<file path="src/rtl/bcd_cnt_pkg.sv">
// Shared types and constants for the cascaded BCD down-counter.
package bcd_cnt_pkg;

   localparam int unsigned     BCD_W   = 4;
   localparam logic [BCD_W-1:0] BCD_MAX = 4'd9;

   typedef enum logic [1:0] {
      IDLE = 2'd0,
      RUN  = 2'd1,
      DONE = 2'd2
   } state_t;

   function automatic logic digit_ok(input logic [BCD_W-1:0] d);
      return (d <= BCD_MAX);
   endfunction

endpackage

</file>
<file path="src/rtl/bcd_down_digit.sv">
// One BCD decade of the down-counter: load, decrement with 0->9 wrap, borrow out.
module bcd_down_digit
   import bcd_cnt_pkg::*;
(
   input  logic             clk,
   input  logic             rst,
   input  logic             ld,
   input  logic [BCD_W-1:0] ld_val,
   input  logic             dec_in,
   output logic [BCD_W-1:0] q,
   output logic             borrow_out
);

   logic [BCD_W-1:0] r_q;

   always_ff @(posedge clk or negedge rst) begin
      if (!rst) begin
         r_q <= '0;
      end else if (ld) begin
         r_q <= ld_val;
      end else if (dec_in) begin
         r_q <= (r_q == '0) ? BCD_MAX : (r_q - 4'd1);
      end
   end

   assign q          = r_q;
   assign borrow_out = dec_in & (r_q == '0);

endmodule

</file>
<file path="src/rtl/bcd_down_counter.sv">
// Multi-digit BCD countdown timer with terminal-count pulse, auto-reload and
// load validation. Digits are chained by borrow; the FSM lives here.
module bcd_down_counter
   import bcd_cnt_pkg::*;
#(
   parameter int unsigned DIGITS = 2
) (
   input  logic                  clk,
   input  logic                  rst,
   input  logic                  load,
   input  logic [4*DIGITS-1:0]   load_val,
   input  logic                  en,
   input  logic                  auto_reload,
   output logic [4*DIGITS-1:0]   count,
   output logic                  zero,
   output logic                  tc_pulse,
   output logic                  busy,
   output logic                  load_err
);

   localparam int unsigned W = BCD_W * DIGITS;

   state_t         r_state;
   state_t         w_next;
   logic [W-1:0]   r_reload;
   logic           r_load_err;
   logic [W-1:0]   w_count;
   logic [W-1:0]   w_digit_ld_val;
   logic           w_load_ok;
   logic           w_reload_go;
   logic           w_digit_ld;
   logic [DIGITS:0] w_dec;

   always_comb begin
      w_load_ok = load;
      for (int unsigned i = 0; i < DIGITS; i++) begin
         if (!digit_ok(load_val[i*BCD_W +: BCD_W])) w_load_ok = 1'b0;
      end
   end

   // Any load request, valid or not, suppresses counting and DONE handling.
   assign w_reload_go    = ~load & (r_state == DONE) & auto_reload & (r_reload != '0);
   assign w_digit_ld     = w_load_ok | w_reload_go;
   assign w_digit_ld_val = w_load_ok ? load_val : r_reload;
   assign w_dec[0]       = (r_state == RUN) & en & ~load;

   for (genvar g = 0; g < DIGITS; g++) begin : g_digit
      bcd_down_digit u_digit (
         .clk        (clk),
         .rst        (rst),
         .ld         (w_digit_ld),
         .ld_val     (w_digit_ld_val[g*BCD_W +: BCD_W]),
         .dec_in     (w_dec[g]),
         .q          (w_count[g*BCD_W +: BCD_W]),
         .borrow_out (w_dec[g+1])
      );
   end

   // The FSM leaves RUN at zero, so the top digit can never borrow.
   a_no_underflow: assert property (@(posedge clk) disable iff (!rst) !w_dec[DIGITS]);

   always_comb begin
      w_next = r_state;
      if (load) begin
         if (w_load_ok) w_next = (load_val != '0) ? RUN : IDLE;
      end else begin
         unique case (r_state)
            IDLE: w_next = IDLE;
            RUN:  if (en && (w_count == W'(1))) w_next = DONE;
            DONE: w_next = w_reload_go ? RUN : IDLE;
            default: w_next = IDLE;
         endcase
      end
   end

   always_ff @(posedge clk or negedge rst) begin
      if (!rst) begin
         r_state    <= IDLE;
         r_reload   <= '0;
         r_load_err <= 1'b0;
      end else begin
         r_state    <= w_next;
         r_load_err <= load & ~w_load_ok;
         if (w_load_ok) r_reload <= load_val;
      end
   end

   assign count    = w_count;
   assign zero     = (w_count == '0);
   assign tc_pulse = (r_state == DONE);
   assign busy     = (r_state == RUN);
   assign load_err = r_load_err;

endmodule

</file>
<file path="config.mk">
export PLATFORM = sky130hd
export DESIGN_NAME = bcd_down_counter
export DESIGN_NICKNAME = d
export VERILOG_FILES = /design/src/rtl/bcd_cnt_pkg.sv /design/src/rtl/bcd_down_digit.sv /design/src/rtl/bcd_down_counter.sv
export SDC_FILE = /design/constraint.sdc
export NUM_CORES = 1
export LEC_CHECK = 0
export ABC_AREA = 1
export CORE_UTILIZATION = 30
export CTS_BUF_LIST = sky130_fd_sc_hd__clkbuf_4
export CTS_CLUSTER_SIZE = 10
export DETAILED_ROUTE_END_ITERATION = 12
export PLACE_DENSITY_LB_ADDON = 0.08
export SLEW_MARGIN = 25
export SYNTH_ARGS = -nofsm -noshare
export SYNTH_HDL_FRONTEND = slang
export SYNTH_SLANG_ARGS = --single-unit
</file>
<file path="constraint.sdc">
create_clock -name clk -period 3.7 [get_ports clk]
set_input_delay 0.74 -clock clk [delete_from_list [all_inputs] [get_ports clk]]
set_output_delay 0.74 -clock clk [all_outputs]
set_load 0.02 [all_outputs]
</file>
* Word level (Yosys, flattened, before mapping)
Cells that the tools add are included.
** Cells by class
- $add $sub $neg :: 2
- Equal/unequal tests :: 5
- Bitwise gates (word level) :: 10
- Reduce and logical (&&, ||, !) cells :: 9
- $lt $le $gt $ge :: 2
- Divide/modulo/power cells :: 0
- Muxes and demuxes :: 15
- Shift operators :: 0
- $mul :: 0
** Operators by type and width (count)
- 4-bit 2-to-1 mux :: 6
- 8-bit nonzero test :: 2
- 8-bit by 1-bit == test with 1-bit output, second input constant :: 1
- 4-bit <= comparator, second input constant :: 2
- 4-bit zero test :: 2
- 8-bit zero test :: 1
- 8-bit 2-to-1 mux :: 1
- 4-bit by 1-bit subtractor with 4-bit output, second input constant :: 2
- 1-bit bitwise AND :: 7
- 2-bit 2-to-1 mux :: 3
- 1-bit 2-to-1 mux :: 4
- 2-bit case mux with 2 select lines :: 1
- 2-bit nonzero test :: 2
- 3-bit by 2-bit inequality test with 1-bit output, second input constant :: 1
- 2-bit by 1-bit == test with 1-bit output, second input constant :: 1
- 2-bit == test, second input constant :: 1
- 2-bit by 1-bit inequality test with 1-bit output, second input constant :: 1
- 1-bit inverter :: 2
- 2-bit AND reduction :: 1
- 1-bit logical AND :: 1
- 1-bit OR :: 1
** Storage, ports and cells
- Logic and storage cells :: 48
- Memories :: 0
- Output and inout port bits :: 12
- RAM bits :: 0
- Latch bits :: 0
- Register bits :: 19
- Memory bits (read-only) :: 0
- Input bits :: 13

* Depth between registers and ports, before layout
Gate-level depths: netlist of run 1.
- Depth after elaboration :: 7
- Mapped depth :: 11
- Depth with buffers taken out :: 10

* By module
Synthesis of run 1 repeated with hierarchy kept, for this count alone.
** Second synthesis, totals
- Cells, all modules :: 169
- Area total of the unflattened synthesis :: 1141.1 µm²
** Modules (own cells, without submodules)
- bcd_down_counter :: sequential area each 275.3 µm², area an instance 653.1 µm², cells each 95, times used 1
- bcd_down_digit :: sequential area each 100.1 µm², area an instance 244.0 µm², cells each 37, times used 2

* Least setup slack after synthesis of run 1
No wires, ideal clock.
- Kind :: flip-flop to output port
- Start :: register g_digit[1].u_digit.r_q[1]
- End :: output port zero
- Path slack :: 1.711 ns
- Arrival :: 1.249 ns
- Stages on the path, launching flop included :: 4
- Required time :: 2.960 ns
- Buffers on the path :: 0
- Cells stage by stage :: dfrtp_1 -> nor2_1 -> nand3_1 -> nor3_1
** Between the ends
- Longest elaborated chain between the ends :: 1
** RTL lines
- from (decl) :: line bcd_down_digit.sv:14 : logic [BCD_W-1:0] r_q;
- from (signal assigned) :: line bcd_down_digit.sv:20 : r_q <= ld_val;
- from (signal assigned) :: line bcd_down_digit.sv:22 : r_q <= (r_q == '0) ? BCD_MAX : (r_q - 4'd1);
- 8-bit zero test :: line bcd_down_counter.sv:89 : assign zero = (w_count == '0);
- to (decl) :: line bcd_down_counter.sv:15 : output logic zero,
No other way between the ends.

* Worst setup path in the final report of run 1
- Start :: register g_digit[1].u_digit.r_q[0]
- End :: output port zero
Same word-level chain as after synthesis.

==> qor.yml, run 1 <==
synthCells: 169
hold_buffers: 0
vias: 1081
fin_area_mm2: 0.00150
min_period_ns: 2.67
postLayoutCoreUtil_pct: 39.9
die_w_um: 65.3
fmaxAchievable_mhz: 375
rsz0062_at_grt: "no"
totalPowerFinal_mw: 0.750
wl_per_cell_um: 11.3
ys_warn_count: 0
hold_viol_final: 0
cts_root_buf: "clkbuf_4"
grt_pass1_wl_mm: 4.89
status: "complete, no violations"
drtIter0Drc: 57
fin_hold_ws_ns: 0.363
fin_ws_ns: 1.03
cts_buffer_depth: 2
syn-mean-instance-area_um2: 7.12
dp_slack_ns: 1.16
grt_max_degree: 20
cts_buffers: 3
synth_area_mm2: 0.00120
fin_crit_sh_pct: 72.1
fillers: 416
worst_pin_slew_ns: 0.458
slew_viol_final: 0
grt_busiest_layer: "met2"
crit_arrival_ns: 1.93
post_cts_buffers: 0
grt_pass1_vias: 1062
cts.sinks: 19
globalRouteMet3Util_pct: 3.82
initial_utilization_pct: 32.2
powerDensity_mw_per_mm2: 502
drive_above_1_share_pct: 11.3
hp-class: "input pin to asynchronous set/reset pin"
grtUsageTotal_pct: 15.0
path_delay_family: "buffers and inverters"
drcViolationCount: 0
post_cts_resized: 0
place_congestion: 0.776
gr-total-overflow: 0
crit_buf_inv: 1
drv_cap: 0
dieArea_mm2: 0.00427
synth_nets: 182
place_area_mm2: 0.00147
placed_cells: 238
grt_use_met2_pct: 25.4
cts.reportedPaths.clkPinSlew_ns: 0.11
cp_data_required_time_ns: 2.96
insertion_delay_ns: 0.30
end_kind: "output pin"
cts_tree: "yes"
synth_cell_types: 21
r2r_start: "r_reload[4]"
via_per_inst: 4.47
fin_skew_ns: 0.00404
die_y_um: 65.3
setup_viol: 0
rr_worst_depth: 8
totalWireLength_mm: 2.74
cpMaxStageDelayCell: "clkdlybuf4s50_1"
port_buffers: 24
use_met1_pct: 19.2
io_pins: 25
critPathKind: "register to output pin"
final_cells: 242
ant_nets: 0
synth-seq-cells: 19
tns_ns: 0
area_delta_synth_final_pct: 24.2
power.leakage_nw: 0.744
max-vdd-ir-drop_mv: 0.211
htree_levels: 1
antenna_cells: 0
firstDrtPassIters: 4
crit_path_start_kind: "register"
layout.nets: 208
cp_max_fo: 5
core_area_mm2: 0.00374
seq_area_frac_synth_pct: 39.5
reg2reg_slack_ns: 2.16
cpPeakStageDelay_ns: 0.62
reg2reg_to: "g_digit[1].u_digit.q[3]"
num_rows: 22
hpwl_mm: 2.17
crit_chain: "nor2_1 > nand3_1 > nor3_1 > clkdlybuf4s50_1"
maxSlewHeadroom_pct: 69.4
antenna_found_initial: 0
crit_cells: 4
flip-flops by register name, indices dropped and copies added, names as in the netlist:
signal             count
load_err               1
g_digit.u_digit.q      8
r_state                2
r_reload               8
layout make-up:
type	count	area (µm²)	share of cell area, %
Timing Repair Buffer	24	235	15.7
Multi-Input combinational cell	121	597	39.9
Sequential cell	19	475	31.8
Clock buffer	4	30.0	2.01
Inverter	26	97.6	6.53
Tap cell	48	60.1	4.02
how the worst max path moves through the flow:
stage,from,end
after floorplan,g_digit[1].u_digit.q[1],zero
after global placement,load,g_digit[1].u_digit.q[3]
after detailed placement,load,g_digit[1].u_digit.q[3]
after CTS,g_digit[1].u_digit.q[0],zero
after global routing,g_digit[1].u_digit.q[1],zero
final,g_digit[1].u_digit.q[0],zero
cells in the mapped netlist:
| library cell | number | share of area (%) |
|---|---|---|
| nor2_2 | 3 | 1.6 |
| inv_2 | 3 | 0.94 |
| inv_1 | 23 | 7.2 |
| nand2_1 | 55 | 17 |
| o21ai_1 | 1 | 0.42 |
| nor2_1 | 17 | 5.3 |
| o21ai_4 | 2 | 2.7 |
| nand3b_1 | 1 | 0.62 |
| dfrtp_1 | 19 | 40 |
| nor2_4 | 3 | 2.8 |
| o21ai_2 | 1 | 0.73 |
| nand2_2 | 4 | 2.1 |
| nand3_1 | 16 | 6.7 |
| a21boi_0 | 1 | 0.62 |
| o211ai_1 | 2 | 1.2 |
| nand4_1 | 4 | 2.1 |
| o21ai_0 | 6 | 2.5 |
| buf_6 | 3 | 2.8 |
| nand3_4 | 1 | 1.5 |
| nor3_1 | 3 | 1.2 |
| a21oi_1 | 1 | 0.42 |
worst reg2reg max path, cell delays in order (launching register included):
cell     delay, ns
dfrtp_1       0.39
nor2_1        0.11
nand2_1       0.10
nor2_1        0.14
nor2_2        0.05
nor2_2        0.36
o21ai_0       0.16
nand2_1       0.09
nand2_1       0.04
layer usage:
layer | wire (µm) | vias up
li1 | - | 578
met1 | 1320 | 484
met2 | 1320 | 17
met3 | 87 | 2
met4 | 14 | 0
met5 | 0 | -
placed cells by master, fill, tap and decap left out:
cell,count
o21ai_0,6
nor3_1,3
o211ai_1,2
o21ai_1,1
nand3b_1,1
o21ai_2,1
inv_1,23
a21oi_1,1
o21ai_4,2
inv_2,3
nand4_1,4
nand3_4,1
nor2_4,3
nand3_1,16
nand2_2,4
clkdlybuf4s50_1,23
nor2_2,3
nor2_1,17
nand2_1,55
a21boi_0,1
clkbuf_4,4
buf_2,1
dfrtp_1,19
power by group:
group          internal, mW  total (mW)  switching [mW]
clock network        0.0493       0.115          0.0659
logic                 0.143       0.332           0.190
registers             0.258       0.303          0.0447
total                 0.450       0.750           0.301
cells by family (layout without fill, tap and decap cells):
kind of cell,Yosys count,after routing,synth area share [%]
flip-flops,19,19,39.5
AND/OR/NAND/NOR,107,107,41.0
buffers and inverters,29,54,10.9
AO/OA/AOI/OAI,14,14,8.63
(Power assumes the default switching activity.)
==> inputs of run 2 (changes only) <==
==> constraint.sdc (replaced) <==
create_clock -name clk -period 2.5 [get_ports clk]
set_input_delay 0.5 -clock clk [delete_from_list [all_inputs] [get_ports clk]]
set_output_delay 0.5 -clock clk [all_outputs]
set_load 0.02 [all_outputs]
==> qor.yml, run 2 (synthesis gave the netlist of run 1 again) <==
postLayoutCoreUtil_pct: 40.6  # +0.67 points
use_met1_pct: 17.3  # -1.9 points
reg2reg_to: "g_digit[1].u_digit.q[0]"
cts_tree: "yes"
hold_end: "r_state[0]"
insertion_delay_ns: 0.30  # about the same
rr_worst_depth: 8  # unchanged
post_cts_buffers: 0  # unchanged
hold_viol_final: 0  # unchanged
power.leakage_nw: 0.773  # +3.8%
wl_per_cell_um: 11.2  # -0.78%
crit_chain: "inv_1 > nand2_2 > inv_1 > clkdlybuf4s50_1"
maxSlewHeadroom_pct: 65.5  # -3.9 points
hp-start: "r_state[0]"
totalWireLength_mm: 2.74  # about the same
tns_ns: 0  # unchanged
place_congestion: 0.764  # -1.6%
power_frac_clock_pct: 15.0  # -0.4 points
reg2reg_slack_ns: 0.88  # -1.28 ns
cts.sinks: 19  # unchanged
swShare_pct: 40.1  # +0.064 points
drive_above_1_share_pct: 12.2  # +0.90 points
crit_buf_inv: 3  # +2
io_pins: 25  # unchanged
totalPowerFinal_mw: 1.12  # +49%
place_area_mm2: 0.00149  # +1.0%
hold_buffers: 0  # unchanged
fin_crit_sh_pct: 82.4
gr-total-overflow: 0  # unchanged
layout.cells.most_common_list: "55 x nand2_1, 23 x inv_1, 23 x clkdlybuf4s50_1"
grt_use_met2_pct: 24.5  # -0.90 points
cts_buffers: 3  # unchanged
end_kind: "output pin"
via_per_inst: 4.58  # +2.6%
port_buffers: 24  # unchanged
cts_buffer_depth: 2  # unchanged
slew_viol_final: 0  # unchanged
hp-class: "register to register"
initial_utilization_pct: 32.2  # unchanged
layout.nets: 210  # +0.96%
grt_pass1_wl_mm: 4.70  # -4.0%
path_delay_family: "buffers and inverters"
cts_root_buf: "clkbuf_4"
max-vdd-ir-drop_mv: 0.322  # +52%
powerDensity_mw_per_mm2: 736  # +47%
fin_hold_ws_ns: 0.499  # +0.135 ns
fin_area_mm2: 0.00152  # +1.7%
grtUsageTotal_pct: 14.4  # -0.68 points
crit_cells: 4  # unchanged
rsz0062_at_grt: "no"
crit_path_start_kind: "register"
fin_skew_ns: 0.00582  # +0.00178 ns
hpwl_mm: 2.17  # +0.18%
cp_data_required_time_ns: 2.00  # -0.96 ns
path_common_cell: "inv_1"
cp_max_fo: 3  # -2
status: "complete, no violations"
drv_cap: 0  # unchanged
vias: 1118  # +3.4%
worst_pin_slew_ns: 0.518  # +0.0599 ns
min_period_ns: 2.06
switchingPower_mw: 0.449  # +49%
grt_max_degree: 20  # unchanged
htree_levels: 1  # unchanged
setup_viol: 0  # unchanged
globalRouteMet3Util_pct: 3.65  # -0.17 points
seqPwrFrac_pct: 40.4  # about the same
drtIter0Drc: 47  # -18%
die_w_um: 65.3  # unchanged
drcViolationCount: 0  # unchanged
cpMaxStageDelayCell: "clkdlybuf4s50_1"
antenna_cells: 0  # unchanged
grt_busiest_layer: "met2"
critPathKind: "register to output pin"
core_area_mm2: 0.00374  # unchanged
r2r_start: "r_reload[1]"
ant_nets: 0  # unchanged
grt_pass1_vias: 1097  # +3.3%
dieArea_mm2: 0.00427  # unchanged
firstDrtPassIters: 4  # unchanged
combPwrFrac_pct: 44.6  # +0.3 points
cpPeakStageDelay_ns: 0.59  # -0.03 ns
final_common_cell: "nand2_1"
fmaxAchievable_mhz: 485
cts.reportedPaths.clkPinSlew_ns: 0.11  # about the same
p_int_mw: 0.670  # +49%
post_cts_resized: 0  # unchanged
area_delta_synth_final_pct: 26.3
num_rows: 22  # unchanged
min_path_cells: 2
antenna_found_initial: 0  # unchanged
crit_arrival_ns: 1.56  # -0.37 ns
die_y_um: 65.3  # unchanged
==> run 2: layer usage <==
layer,routed length [µm],vias up
li1,-,586
met1,1300,511
met2,1310,14
met3,87,7
met4,40,0
met5,0,-
==> run 2: how the worst max path moves through the flow <==
stage                            startpoint                      end  slack [ns]
floorplan           g_digit[1].u_digit.q[1]                     zero        0.75
global route        g_digit[1].u_digit.q[1]                     zero        0.33
global placement                       load  g_digit[1].u_digit.q[3]        0.27
detailed placement                     load  g_digit[1].u_digit.q[0]        0.23
CTS                 g_digit[1].u_digit.q[0]                     zero        0.02
finish                           r_state[0]                 tc_pulse        0.44
==> run 2: power by group through the flow <==
stage | clock network, mW | logic, mW | registers (mW)
after CTS | 0.179 | 0.503 | 0.450
after global placement | 0 | 0.503 | 0.454
after global routing | 0.188 | 0.562 | 0.465
after detailed placement | 0 | 0.501 | 0.456
after floorplan | 0 | 0.260 | 0.502
final | 0.168 | 0.498 | 0.452
==> run 2: final cells by class <==
cell class,count,area (µm²)
multi-input cells,121,599
repair buffers,26,258
fillers,427,2220
clock buffers,4,30.0
well taps,48,60.1
inverters,26,97.6
flip-flops and latches,19,475
==> run 2: per-stage QoR <==
stage	worst slack, ns	std cells
finish	0.439	244
global route	0.328	244
CTS	0.0163	244
detailed placement	0.234	240
global placement	0.274	240
floorplan	0.751	169
==> run 2: tightest hold or removal path, stage by stage, from the launching register on <==
cell and delay [ns]:
dfrtp_1 0.37, nand2_1 0.06, nand2_1 0.05
